--- src/rtl/demux_1_to_4_4_bit_if.sv ---
// demux_1_to_4_4_bit_if: bus bundle between the demux and its producer/consumers.
interface demux_1_to_4_4_bit_if #(parameter int WIDTH = 4);
  logic [WIDTH-1:0] In;
  logic [1:0]       sel;
  logic             rr_mode;
  logic             in_valid;
  logic             in_ready;
  logic [1:0]       dst;
  logic [WIDTH-1:0] Y0, Y1, Y2, Y3;
  logic [3:0]       vld;
  logic [3:0]       ack;
  modport master (output In, sel, rr_mode, in_valid, ack, input in_ready, dst, Y0, Y1, Y2, Y3, vld);
  modport slave (input In, sel, rr_mode, in_valid, ack, output in_ready, dst, Y0, Y1, Y2, Y3, vld);
endinterface

--- src/rtl/demux_1_to_4_4_bit.sv ---
// demux_1_to_4_4_bit: registered 1-to-4 demux with per-channel valid/ack buffers and round-robin option.
module demux_1_to_4_4_bit #(parameter int WIDTH = 4) (
  input logic clk,
  input logic rst,
  demux_1_to_4_4_bit_if.slave bus
);
  logic [1:0]       rr_q, rr_d, dst;
  logic [3:0]       vld_q, vld_d;
  logic [WIDTH-1:0] y_q [4];
  logic [WIDTH-1:0] y_d [4];
  logic             rdy, acc;
  always_comb begin
    dst = bus.rr_mode ? rr_q : bus.sel;
    rdy = ~vld_q[dst] | bus.ack[dst];
    acc = bus.in_valid & rdy;
    rr_d = (acc & bus.rr_mode) ? rr_q + 2'd1 : rr_q;
    vld_d = vld_q;
    y_d = y_q;
    // an accept wins over an ack on the same channel so vld stays set
    for (int i = 0; i < 4; i++) begin
      vld_d[i] = (acc && dst == 2'(i)) ? 1'b1 : vld_q[i] & ~bus.ack[i];
      y_d[i] = (acc && dst == 2'(i)) ? bus.In : y_q[i];
    end
  end
  always_ff @(posedge clk or posedge rst) begin
    if (rst) begin
      rr_q <= '0;
      vld_q <= '0;
      y_q <= '{default: '0};
    end else begin
      rr_q <= rr_d;
      vld_q <= vld_d;
      y_q <= y_d;
    end
  end
  assign bus.dst = dst;
  assign bus.in_ready = rdy;
  assign bus.vld = vld_q;
  assign bus.Y0 = y_q[0];
  assign bus.Y1 = y_q[1];
  assign bus.Y2 = y_q[2];
  assign bus.Y3 = y_q[3];
endmodule
--- src/flat_wrapper.sv ---
// flat-port wrapper written by rule: the top's interface ports become plain ports
module demux_1_to_4_4_bit_flat 
#(parameter int WIDTH = 4)
  (clk, rst, bus_In, bus_sel, bus_rr_mode, bus_in_valid, bus_ack, bus_in_ready, bus_dst, bus_Y0, bus_Y1, bus_Y2, bus_Y3, bus_vld);
  demux_1_to_4_4_bit_if #(.WIDTH(WIDTH)) bus_i ();
  input logic clk;
  input logic rst;
  input wire logic [$bits(bus_i.In)-1:0] bus_In;
  input wire logic [$bits(bus_i.sel)-1:0] bus_sel;
  input wire logic [$bits(bus_i.rr_mode)-1:0] bus_rr_mode;
  input wire logic [$bits(bus_i.in_valid)-1:0] bus_in_valid;
  input wire logic [$bits(bus_i.ack)-1:0] bus_ack;
  output wire logic [$bits(bus_i.in_ready)-1:0] bus_in_ready;
  output wire logic [$bits(bus_i.dst)-1:0] bus_dst;
  output wire logic [$bits(bus_i.Y0)-1:0] bus_Y0;
  output wire logic [$bits(bus_i.Y1)-1:0] bus_Y1;
  output wire logic [$bits(bus_i.Y2)-1:0] bus_Y2;
  output wire logic [$bits(bus_i.Y3)-1:0] bus_Y3;
  output wire logic [$bits(bus_i.vld)-1:0] bus_vld;
  assign bus_i.In = bus_In;
  assign bus_i.sel = bus_sel;
  assign bus_i.rr_mode = bus_rr_mode;
  assign bus_i.in_valid = bus_in_valid;
  assign bus_i.ack = bus_ack;
  assign bus_in_ready = bus_i.in_ready;
  assign bus_dst = bus_i.dst;
  assign bus_Y0 = bus_i.Y0;
  assign bus_Y1 = bus_i.Y1;
  assign bus_Y2 = bus_i.Y2;
  assign bus_Y3 = bus_i.Y3;
  assign bus_vld = bus_i.vld;
  demux_1_to_4_4_bit #(.WIDTH(WIDTH)) u_core (.clk(clk), .rst(rst), .bus(bus_i));
endmodule
--- config.mk ---
export PLATFORM = sky130hd
export DESIGN_NAME = demux_1_to_4_4_bit_flat
export DESIGN_NICKNAME = d
export VERILOG_FILES = /design/src/rtl/demux_1_to_4_4_bit_if.sv /design/src/rtl/demux_1_to_4_4_bit.sv /design/src/flat_wrapper.sv
export SDC_FILE = /design/constraint.sdc
export NUM_CORES = 1
export LEC_CHECK = 0
export CORE_ASPECT_RATIO = 0.9
export CORE_MARGIN = 10
export CORE_UTILIZATION = 30
export DETAILED_ROUTE_END_ITERATION = 8
export GPL_ROUTABILITY_DRIVEN = 0
export PLACE_DENSITY_LB_ADDON = 0.15
export RECOVER_POWER = 50
export SYNTH_ARGS = -nofsm -noshare
export SYNTH_HDL_FRONTEND = slang
export SYNTH_SLANG_ARGS = --single-unit
--- constraint.sdc ---
create_clock -name clk -period 4.35 [get_ports clk]
set_clock_uncertainty 0.15 [all_clocks]
set_input_delay 0.6525 -clock clk [delete_from_list [all_inputs] [get_ports clk]]
set_output_delay 0.6525 -clock clk [all_outputs]
set_load 0.01 [all_outputs]
==> results_tabular.tex, run 1 <==
\begin{tabular}{lr}
\hline
Metric & Value \\
\hline
\multicolumn{2}{l}{\textbf{Timing}} \\
\quad Worst rel slew slack & 0.449 \\
\quad Setup Viol. Count Final & 0 \\
\quad Final sum of negative setup slack & 0 ns \\
\quad Setup repair after global routing missed its margin & false \\
\quad Count of endpoints failing hold in the final timing report & 0 \\
\quad Maximum frequency from static timing analysis & 0.292 GHz \\
\quad Period utilization & 0.787 \\
\quad Tightest Pin Transition & 0.825 ns \\
\quad Clock period minus final worst setup slack & 3.42 ns \\
\quad Final Slew Violations & 0 \\
\multicolumn{2}{l}{\textbf{Layout}} \\
\quad Fraction of final layout cells sized beyond drive strength 1 & 0.243 \\
\quad Antenna Diode Count & 0 \\
\quad Net count reported at finish & 122 \\
\quad Layout-stage area growth over the synthesis result & 48.3\% \\
\quad Count of placed standard cells in the final layout, fillers left out & 149 \\
\quad Count of filler cells inserted in the layout & 306 \\
\quad Combined area of the multi-input logic cells & 368 sq um \\
\quad Area of all sequential standard cells & 551 sq um \\
\multicolumn{2}{l}{\textbf{Drt}} \\
\quad Post-route DRC & 0 \\
\quad DR vias/cell & 4.50 \\
\quad Via count & 671 \\
\quad Post-DRT Antenna Nets & 0 \\
\quad Number of iterations in the first detailed-routing pass & 4 \\
\quad Total detailed-routing wirelength & 2240 um \\
\quad Routed len/inst & 15.0 um \\
\quad Number of violations reported at the end of detailed-routing iteration 0 & 14 \\
\multicolumn{2}{l}{\textbf{Setup path}} \\
\quad Worst-path cell with the longest stage delay & dlygate4sd3\_1 \\
\quad Critical path fanouts, max & 6 \\
\quad Buffering stage count on the worst path with inverters included & 2 \\
\quad Peak per-stage delay on the critical path & 0.65 ns \\
\quad Type of element launching the critical path & input port \\
\quad Required time worst endpoint & 3.55 ns \\
\quad Element type at the critical path end & output pin \\
\quad Setup Crit Path Kind & in2out \\
\quad Gate family responsible for the most delay along the worst path & buffers and inverters \\
\quad Critical path arrival & 2.62 ns \\
\quad Cells along the critical path & dlygate4sd3\_1, mux2\_4, mux2\_2, nand2\_1, o21ai\_0, clkdlybuf4s50\_1 \\
\multicolumn{2}{l}{\textbf{GRT}} \\
\quad Vias in the first global route & 752 \\
\quad Wire length of the first global-routing pass & 3710 um \\
\quad Total overflow reported by the global router & 0 \\
\quad Pin count of the biggest net entering global routing & 23 \\
\quad Antenna violations before repair & 0 \\
\quad Overall track demand over capacity in global routing & 0.0809 \\
\multicolumn{2}{l}{\textbf{Place}} \\
\quad Cell count after placement & 145 \\
\quad Sum of net half-perimeters after detailed placement & 1770 um \\
\quad IO Port Bufs & 36 \\
\multicolumn{2}{l}{\textbf{CTS}} \\
\quad Setup fix buffers added after clock tree synthesis & 0 \\
\quad Bufs on Longest Clock Path & 2 \\
\quad TritonCTS clock tree & built \\
\quad Hold-fix buffer count after cts & 0 \\
\quad Clock slew at the register clock pins of the worst setup and hold paths & 0.12 ns \\
\quad Clk\_lat worst skew & 0.31 ns \\
\quad TritonCTS buffer count & 3 \\
\quad Number of sinks on the clock net & 22 \\
\quad Buffer cell driving the clock tree root & clkbuf\_4 \\
\quad Deepest level of the CTS H-tree & 1 \\
\quad Post-cts sizing count & 0 \\
\multicolumn{2}{l}{\textbf{Die}} \\
\quad Core Box Area & 3040 sq um \\
\quad Starting density of the core & 0.309 \\
\quad Area enclosed by the die boundary & 5780 sq um \\
\quad Chip width & 79.0 um \\
\quad Die boundary height & 73.1 um \\
\quad Total number of placement rows & 19 \\
\quad IO Count & 37 \\
\multicolumn{2}{l}{\textbf{Synth}} \\
\quad Syn\_area\_per\_cell & 14.0 sq um \\
\quad Seq/Total Area, Yosys & 0.585 \\
\quad Post-Syn Instances & 67 \\
\quad Count of yosys warnings during synthesis & 0 \\
\quad Net Count, Synth & 81 \\
\quad Count of different cell masters after synthesis & 17 \\
\quad FF+latch count, synth & 22 \\
\quad Netlist Area Pre-Place & 941 sq um \\
\multicolumn{2}{l}{\textbf{Run status}} \\
\quad Result of the run & finished, final reports clean \\
\multicolumn{2}{l}{\textbf{Pwr}} \\
\quad Lkg Pwr & 0.608 nW \\
\quad Total design power & 0.889 mW \\
\quad Maximum vdd drop & 0.295 mV \\
\quad Power density over the cells & 637 nW/um\^{}2 \\
\multicolumn{2}{l}{\textbf{Worst hold path}} \\
\quad Worst hold path type & reg2reg \\
\multicolumn{2}{l}{\textbf{Job}} \\
\quad Total of max-cap violations & 0 \\
\hline
\end{tabular}
-- report_power, final --
part	leakage (nW)	switching (mW)	total (mW)	internal (mW)
combinational	0.315	0.153	0.391	0.238
sequential	0.265	0.0455	0.342	0.296
clock	0.0279	0.0631	0.156	0.0931
-- sequential cells by signal, summed over array words and instances, names as in the netlist --
register,flops
u_core.rr_q,2
u_core.bus.Y1,4
u_core.bus.Y2,4
u_core.bus.Y0,4
u_core.bus.vld,4
u_core.bus.Y3,4
-- synth_stat cells, drive strengths merged --
cell    instances  area share
dfrtp          22        0.59
mux2           18        0.22
nand2           7       0.028
nand4           4       0.049
inv             3       0.012
nand2b          3       0.020
mux2i           2       0.021
nand3           2       0.021
nor2            2       0.016
o21ai           2       0.011
o21a            1      0.0080
or2b            1      0.0093
-- layout by cell type (no fill, tap or decap) --
| cell | Yosys | layout |
|---|---|---|
| bufinv_16 | 0 | 1 |
| clkbuf_4 | 0 | 3 |
| clkdlybuf4s50_1 | 0 | 27 |
| dfrtp_1 | 22 | 22 |
| dlygate4sd3_1 | 0 | 9 |
| inv_1 | 2 | 3 |
| mux2_2 | 17 | 17 |
| mux2_4 | 1 | 1 |
| mux2i_1 | 2 | 2 |
| nand2_1 | 7 | 7 |
| nand2b_1 | 3 | 3 |
| nand3_1 | 0 | 1 |
| nand3_2 | 2 | 1 |
| nand4_1 | 2 | 3 |
| nand4_4 | 1 | 1 |
| nor2_1 | 1 | 1 |
| nor2_4 | 1 | 1 |
| o21a_1 | 1 | 1 |
| o21ai_0 | 2 | 2 |
| or2b_2 | 1 | 1 |
-- metal layers --
metal | part of all wire | track usage | vias to the layer above
met1 | 0.45 | 0.0949 | 321
met5 | 0 | 0 | -
met3 | 0.079 | 0.0357 | 5
met4 | 0.010 | 0.0298 | 0
li1 | - | - | 320
met2 | 0.46 | 0.128 | 25
-- area by class of cell --
cell class                 count  area share
tap                           42      0.0377
sequential                    22       0.395
clock buffer                   3      0.0161
multi-input combinational     42       0.264
clock inverter                 1      0.0215
inverter                       3     0.00807
timing repair buffer          36       0.258
-- path summary, 6_finish.rpt --
check / to / cells past startpoint / start / slack, ns
setup / recovery: bus_in_ready / 6 / bus_rr_mode / 0.93
hold / removal: u_core.rr_q[1] / 1 / u_core.rr_q[1] / 0.36
hold reg to reg: u_core.rr_q[1] / 1 / u_core.rr_q[1] / 0.36
setup reg to reg: u_core.bus.Y1[0] / 4 / u_core.rr_q[0] / 2.56
min in group asynchronous: u_core.bus.vld[0] / 2 / rst / 0.78
max in group asynchronous: u_core.bus.Y3[1] / 2 / rst / 2.77
-- worst register-to-register path, cell delays in order, from the launching register on --
cell     delay, ns
dfrtp_1       0.43
mux2i_1       0.28
inv_1         0.19
nand3_1       0.28
mux2_2        0.37
-- logic make-up after synthesis --
family,share of synthesized area
multiplexers,0.241
AO/OA/AOI/OAI,0.0186
flip-flops,0.585
buffers and inverters,0.0120
AND/OR/NAND/NOR,0.144
-- stage by stage --
| step | worst slack [ns] | util | hold WS, ns | instance area [sq um] |
|---|---|---|---|---|
| 3_5_place_dp | 0.989 | 0.445 | 0.338 | 1350 |
| 4_1_cts | 0.992 | 0.462 | 0.359 | 1410 |
| 6_report | 0.928 | 0.458 | 0.357 | 1400 |
| 5_1_grt | 0.864 | 0.458 | 0.389 | 1400 |
| 3_3_place_gp | 1.01 | 0.445 | 0.338 | 1350 |
| 2_1_floorplan | 2.07 | - | 0.307 | 941 |
No activity file was read; power rests on OpenSTA's default activity.
==> run 2: changes to the inputs <==
Clock period 4.35 ns to 2.9 ns, I/O delays scaled along.
==> run 2 against run 1 <==
Net effect: global-route usage rose by 0.61 points; first-iteration DRC count grew to 2.6 times the previous value; highest routed layer unchanged; core utilization increased by 0.58 points; largest cell class unchanged.
==> results_tabular.tex, run 2 (synthesis gave the netlist of run 1 again) <==
\begin{tabular}{lr}
\hline
Metric & Value \\
\hline
\multicolumn{2}{l}{\textbf{GRT}} \\
\quad Overall track demand over capacity in global routing & 0.0870 \\
\quad Vias in the first global route & 801 \\
\quad Total overflow reported by the global router & 0 \\
\quad Pin count of the biggest net entering global routing & 23 \\
\quad Antenna violations before repair & 0 \\
\quad Wire length of the first global-routing pass & 3930 um \\
\multicolumn{2}{l}{\textbf{Timing}} \\
\quad Final Slew Violations & 0 \\
\quad Period utilization & 0.974 \\
\quad Worst rel slew slack & 0.441 \\
\quad Tightest Pin Transition & 0.838 ns \\
\quad Maximum frequency from static timing analysis & 0.354 GHz \\
\quad Clock period minus final worst setup slack & 2.83 ns \\
\quad Final sum of negative setup slack & 0 ns \\
\quad Setup repair after global routing missed its margin & false \\
\quad Setup Viol. Count Final & 0 \\
\quad Hold slack & 0.361 ns \\
\quad Count of endpoints failing hold in the final timing report & 0 \\
\multicolumn{2}{l}{\textbf{Layout}} \\
\quad Commonest non-fill, non-tap cells in the layout & clkdlybuf4s50\_1 (30), dfrtp\_1 (22), mux2\_2 (17), nand2\_1 (7), dlygate4sd3\_1 (6) \\
\quad Count of filler cells inserted in the layout & 300 \\
\quad Fraction of final layout cells sized beyond drive strength 1 & 0.264 \\
\quad Most common cell after layout, fill and taps aside & clkdlybuf4s50\_1 \\
\quad Net count reported at finish & 125 \\
\quad Layout-stage area growth over the synthesis result & 50.1\% \\
\quad Antenna Diode Count & 0 \\
\quad Post-layout instance area & 1410 sq um \\
\multicolumn{2}{l}{\textbf{Setup path}} \\
\quad Buffering stage count on the worst path with inverters included & 2 \\
\quad Gate family responsible for the most delay along the worst path & buffers and inverters \\
\quad Element type at the critical path end & output pin \\
\quad Required time worst endpoint & 2.32 ns \\
\quad Worst-path cell with the longest stage delay & clkdlybuf4s50\_1 \\
\quad Cells along the critical path & clkdlybuf4s50\_1, mux2\_4, mux2\_2, nand2\_1, o21ai\_0, clkdlybuf4s50\_1 \\
\quad Setup Crit Path Kind & in2out \\
\quad Critical path arrival & 2.24 ns \\
\quad Critical Path Most Common Cell & clkdlybuf4s50\_1 \\
\quad Peak per-stage delay on the critical path & 0.56 ns \\
\quad Start of the worst register-to-register path & u\_core.rr\_q[1] \\
\quad Type of element launching the critical path & input port \\
\quad Critical register-to-register path endpoint & u\_core.bus.Y1[1] \\
\quad Depth of the worst register-to-register path & 5 \\
\quad Flop2flop setup slack & 1.10 ns \\
\quad Critical path fanouts, max & 4 \\
\multicolumn{2}{l}{\textbf{Drt}} \\
\quad DR vias/cell & 4.52 \\
\quad Total detailed-routing wirelength & 2330 um \\
\quad Routed len/inst & 15.3 um \\
\quad Post-route DRC & 0 \\
\quad Via count & 687 \\
\quad Post-DRT Antenna Nets & 0 \\
\quad Number of iterations in the first detailed-routing pass & 4 \\
\quad Number of violations reported at the end of detailed-routing iteration 0 & 37 \\
\multicolumn{2}{l}{\textbf{Place}} \\
\quad Standard cell area after detailed placement & 1380 sq um \\
\quad Sum of net half-perimeters after detailed placement & 1780 um \\
\quad IO Port Bufs & 36 \\
\multicolumn{2}{l}{\textbf{Worst hold path}} \\
\quad Min-Delay Startpoint & u\_core.rr\_q[1] \\
\quad Hold-critical path endpoint & u\_core.rr\_q[1] \\
\quad Worst hold path cell count & 1 \\
\quad Worst hold path type & reg2reg \\
\multicolumn{2}{l}{\textbf{Pwr}} \\
\quad Sequential Power Share & 0.381 \\
\quad Power density over the cells & 958 nW/um\^{}2 \\
\quad Lkg Pwr & 0.616 nW \\
\quad Power share of the clock group & 0.176 \\
\quad Fraction of power spent switching nets & 0.296 \\
\quad Net switching power & 0.401 mW \\
\quad Total design power & 1.35 mW \\
\quad Fraction of power consumed by combinational cells & 0.443 \\
\quad Maximum vdd drop & 0.508 mV \\
\quad Cell-internal power & 0.953 mW \\
\multicolumn{2}{l}{\textbf{CTS}} \\
\quad Deepest level of the CTS H-tree & 1 \\
\quad Hold-fix buffer count after cts & 0 \\
\quad Clk\_lat worst skew & 0.32 ns \\
\quad Clock slew at the register clock pins of the worst setup and hold paths & 0.12 ns \\
\quad TritonCTS buffer count & 3 \\
\quad TritonCTS clock tree & built \\
\quad Setup fix buffers added after clock tree synthesis & 0 \\
\quad Bufs on Longest Clock Path & 2 \\
\quad Buffer cell driving the clock tree root & clkbuf\_4 \\
\quad Post-cts sizing count & 0 \\
\quad Number of sinks on the clock net & 22 \\
\multicolumn{2}{l}{\textbf{Job}} \\
\quad Total of max-cap violations & 0 \\
\multicolumn{2}{l}{\textbf{Die}} \\
\quad Starting density of the core & 0.309 \\
\quad IO Count & 37 \\
\quad Area enclosed by the die boundary & 5780 sq um \\
\quad Chip width & 79.0 um \\
\quad Core Box Area & 3040 sq um \\
\quad Total number of placement rows & 19 \\
\quad Die boundary height & 73.1 um \\
\multicolumn{2}{l}{\textbf{Run status}} \\
\quad Result of the run & finished, final reports clean \\
\hline
\end{tabular}
[run 2: changes by cell type in the layout (fill, tap and decap cells not counted), sizes merged]
cell	delta
clkdlybuf4s50	+3
dlygate4sd3	-3
buf	+3
[run 2: power by group through the flow]
stage	clock [mW]	combinational, mW	sequential (mW)
6_report	0.238	0.600	0.515
5_1_grt	0.259	0.654	0.536
4_1_cts	0.247	0.634	0.520
3_5_place_dp	0	0.631	0.527
3_3_place_gp	0	0.627	0.519
2_1_floorplan	0	0.206	0.579
[run 2: worst max-delay path by stage]
| stage | from | end | depth (start not counted) |
|---|---|---|---|
| after floorplan | bus_rr_mode | bus_in_ready | 4 |
| after global placement | bus_rr_mode | bus_in_ready | 6 |
| after detailed placement | bus_rr_mode | bus_in_ready | 6 |
| after CTS | bus_rr_mode | bus_in_ready | 6 |
| after global routing | bus_rr_mode | bus_in_ready | 6 |
| final | bus_rr_mode | bus_in_ready | 6 |
[run 2: worst reg2reg max path, cell delays in order, from the launching register on]
cell	delay, ns
dfrtp_1	0.41
mux2_4	0.29
buf_4	0.17
nor2_4	0.08
nand3_1	0.25
mux2_2	0.35
[run 2: metal layers]
layer	up-vias	part of all wire	global-route usage
met1	334	0.44	0.104
met4	0	0.013	0.0417
met2	26	0.46	0.131
met5	-	0	0
li1	323	-	-
met3	4	0.079	0.0369
[run 2: cell type report]
| type | count | area, sq um | area share |
|---|---|---|---|
| flip-flops and latches | 22 | 551 | 0.390 |
| repair buffers | 39 | 383 | 0.271 |
| inverters | 3 | 11.3 | 0.00797 |
| multi-input cells | 42 | 363 | 0.257 |
| clock buffers | 3 | 22.5 | 0.0159 |
| well taps | 42 | 52.6 | 0.0372 |
| clock inverters | 1 | 30.0 | 0.0213 |
[run 2: metrics by stage]
step / instances / setup slack, ns / utilization
floorplan: 67 / 1.05 / -
finish: 152 / 0.0749 / 0.464
global route: 152 / 0.00590 / 0.464
CTS: 152 / 0.0619 / 0.470
detailed placement: 148 / 0.0751 / 0.452
global placement: 148 / 0.102 / 0.452
==> run 3: changes to the inputs <==
Settings changed: PLACE_DENSITY from default to 0.58, PLACE_DENSITY_LB_ADDON 0.15 to default, SLEW_MARGIN from default to 20.
==> run 3 against run 2 <==
Net effect: via count is 2.0% lower; worst hold slack hardly changed; cell count is the same; core utilization fell by 0.53 points; power is 4.6% lower; critical path type unchanged; largest cell class unchanged.
==> results_tabular.tex, run 3 (synthesis gave the netlist of run 1 again) <==
\begin{tabular}{lr}
\hline
Metric & Value \\
\hline
\multicolumn{2}{l}{\textbf{Layout}} \\
\quad Fraction of final layout cells sized beyond drive strength 1 & 0.264 \\
\quad Most common cell after layout, fill and taps aside & clkdlybuf4s50\_1 \\
\quad Layout-stage area growth over the synthesis result & 48.4\% \\
\quad Net count reported at finish & 125 \\
\quad Commonest non-fill, non-tap cells in the layout & clkdlybuf4s50\_1 (30), dfrtp\_1 (22), mux2\_2 (17), nand2\_1 (7), dlygate4sd3\_1 (6) \\
\quad Fraction of the core area covered by cells at the end of the flow & 0.459 \\
\quad Count of placed standard cells in the final layout, fillers left out & 152 \\
\quad Count of filler cells inserted in the layout & 310 \\
\quad Post-layout instance area & 1400 sq um \\
\quad Antenna Diode Count & 0 \\
\multicolumn{2}{l}{\textbf{Setup path}} \\
\quad Type of element launching the critical path & input port \\
\quad Cells along the critical path & clkdlybuf4s50\_1, mux2\_4, mux2\_2, nand2\_1, o21ai\_0, clkdlybuf4s50\_1 \\
\quad Start of the worst register-to-register path & u\_core.rr\_q[1] \\
\quad Buffering stage count on the worst path with inverters included & 2 \\
\quad Setup Crit Path Kind & in2out \\
\quad Critical path fanouts, max & 4 \\
\quad Critical Path Most Common Cell & clkdlybuf4s50\_1 \\
\quad Required time worst endpoint & 2.32 ns \\
\quad Gate family responsible for the most delay along the worst path & buffers and inverters \\
\quad Critical register-to-register path endpoint & u\_core.bus.Y1[1] \\
\quad Peak per-stage delay on the critical path & 0.56 ns \\
\quad Crit. path cell count & 6 \\
\quad Element type at the critical path end & output pin \\
\quad Critical path arrival & 2.25 ns \\
\quad Worst-path cell with the longest stage delay & clkdlybuf4s50\_1 \\
\quad Flop2flop setup slack & 1.11 ns \\
\quad Depth of the worst register-to-register path & 5 \\
\multicolumn{2}{l}{\textbf{Run status}} \\
\quad Result of the run & finished, final reports clean \\
\multicolumn{2}{l}{\textbf{Die}} \\
\quad Area enclosed by the die boundary & 5780 sq um \\
\quad Core Box Area & 3040 sq um \\
\quad Starting density of the core & 0.309 \\
\quad IO Count & 37 \\
\quad Total number of placement rows & 19 \\
\quad Chip width & 79.0 um \\
\quad Die boundary height & 73.1 um \\
\multicolumn{2}{l}{\textbf{Place}} \\
\quad Cell count after placement & 148 \\
\quad Dpl ws & 0.0740 ns \\
\quad Sum of net half-perimeters after detailed placement & 1890 um \\
\quad Standard cell area after detailed placement & 1380 sq um \\
\quad IO Port Bufs & 36 \\
\multicolumn{2}{l}{\textbf{Drt}} \\
\quad Post-route DRC & 0 \\
\quad DR vias/cell & 4.43 \\
\quad Total detailed-routing wirelength & 2380 um \\
\quad Routed len/inst & 15.7 um \\
\quad Via count & 673 \\
\quad Post-DRT Antenna Nets & 0 \\
\quad Number of iterations in the first detailed-routing pass & 2 \\
\quad Number of violations reported at the end of detailed-routing iteration 0 & 13 \\
\multicolumn{2}{l}{\textbf{Worst hold path}} \\
\quad Worst hold path type & reg2reg \\
\quad Min-Delay Startpoint & u\_core.bus.Y1[1] \\
\quad Hold-critical path endpoint & u\_core.bus.Y1[1] \\
\quad Worst hold path cell count & 1 \\
\multicolumn{2}{l}{\textbf{CTS}} \\
\quad Buffer cell driving the clock tree root & clkbuf\_4 \\
\quad TritonCTS buffer count & 3 \\
\quad Clk\_lat worst skew & 0.30 ns \\
\quad Deepest level of the CTS H-tree & 1 \\
\quad Bufs on Longest Clock Path & 2 \\
\quad Setup fix buffers added after clock tree synthesis & 0 \\
\quad Clock slew at the register clock pins of the worst setup and hold paths & 0.11 ns \\
\quad Post-cts sizing count & 0 \\
\quad TritonCTS clock tree & built \\
\quad Hold-fix buffer count after cts & 0 \\
\quad Number of sinks on the clock net & 22 \\
\multicolumn{2}{l}{\textbf{Timing}} \\
\quad Maximum frequency from static timing analysis & 0.353 GHz \\
\quad Setup repair after global routing missed its margin & false \\
\quad Period utilization & 0.976 \\
\quad Final Slew Violations & 0 \\
\quad Clock period minus final worst setup slack & 2.83 ns \\
\quad Hold slack & 0.361 ns \\
\quad Final sum of negative setup slack & 0 ns \\
\quad Worst rel slew slack & 0.451 \\
\quad Setup Viol. Count Final & 0 \\
\quad Count of endpoints failing hold in the final timing report & 0 \\
\quad Tightest Pin Transition & 0.823 ns \\
\quad Crit path setup slack, layout & 0.0694 ns \\
\multicolumn{2}{l}{\textbf{Pwr}} \\
\quad Maximum vdd drop & 0.435 mV \\
\quad Fraction of power spent switching nets & 0.311 \\
\quad Fraction of power consumed by combinational cells & 0.471 \\
\quad Power density over the cells & 925 nW/um\^{}2 \\
\quad Sequential Power Share & 0.401 \\
\quad Net switching power & 0.401 mW \\
\quad Lkg Pwr & 0.609 nW \\
\quad Power share of the clock group & 0.129 \\
\quad Cell-internal power & 0.890 mW \\
\quad Total design power & 1.29 mW \\
\multicolumn{2}{l}{\textbf{GRT}} \\
\quad Wire length of the first global-routing pass & 3830 um \\
\quad Vias in the first global route & 727 \\
\quad Pin count of the biggest net entering global routing & 23 \\
\quad Antenna violations before repair & 0 \\
\quad Overall track demand over capacity in global routing & 0.0834 \\
\quad Total overflow reported by the global router & 0 \\
\multicolumn{2}{l}{\textbf{Job}} \\
\quad Total of max-cap violations & 0 \\
\hline
\end{tabular}
-- run 3: cell types whose count changed in the layout (fill, tap and decap cells not counted), sizes merged --
cell,delta
clkbuf,+1
bufinv,-1
-- run 3: area by class of cell --
| type | count | area [sq um] | area share |
|---|---|---|---|
| Tap cell | 42 | 52.6 | 0.0376 |
| Clock buffer | 4 | 36.3 | 0.0260 |
| Timing Repair Buffer | 39 | 383 | 0.274 |
| Multi-Input combinational cell | 42 | 363 | 0.260 |
| Sequential cell | 22 | 551 | 0.394 |
| Inverter | 3 | 11.3 | 0.00806 |
-- run 3: per-layer routing --
metal,track usage,share of wire
met1,0.0999,0.45
met2,0.130,0.47
met3,0.0394,0.075
met4,0.0239,0
met5,0,0
-- run 3: worst max-delay path by stage --
stage	startpoint	end	slack, ns
6_report	bus_rr_mode	bus_in_ready	0.07
5_1_grt	bus_rr_mode	bus_in_ready	0.02
3_3_place_gp	bus_rr_mode	bus_in_ready	0.11
3_5_place_dp	bus_rr_mode	bus_in_ready	0.07
2_1_floorplan	bus_rr_mode	bus_in_ready	1.05
4_1_cts	bus_rr_mode	bus_in_ready	0.06
-- run 3: power by group through the flow --
| stage | combinational, mW | sequential (mW) | clock (mW) |
|---|---|---|---|
| final | 0.608 | 0.517 | 0.166 |
| after CTS | 0.642 | 0.520 | 0.173 |
| after floorplan | 0.206 | 0.579 | 0 |
| after global placement | 0.627 | 0.523 | 0 |
| after global routing | 0.653 | 0.532 | 0.186 |
| after detailed placement | 0.639 | 0.524 | 0 |
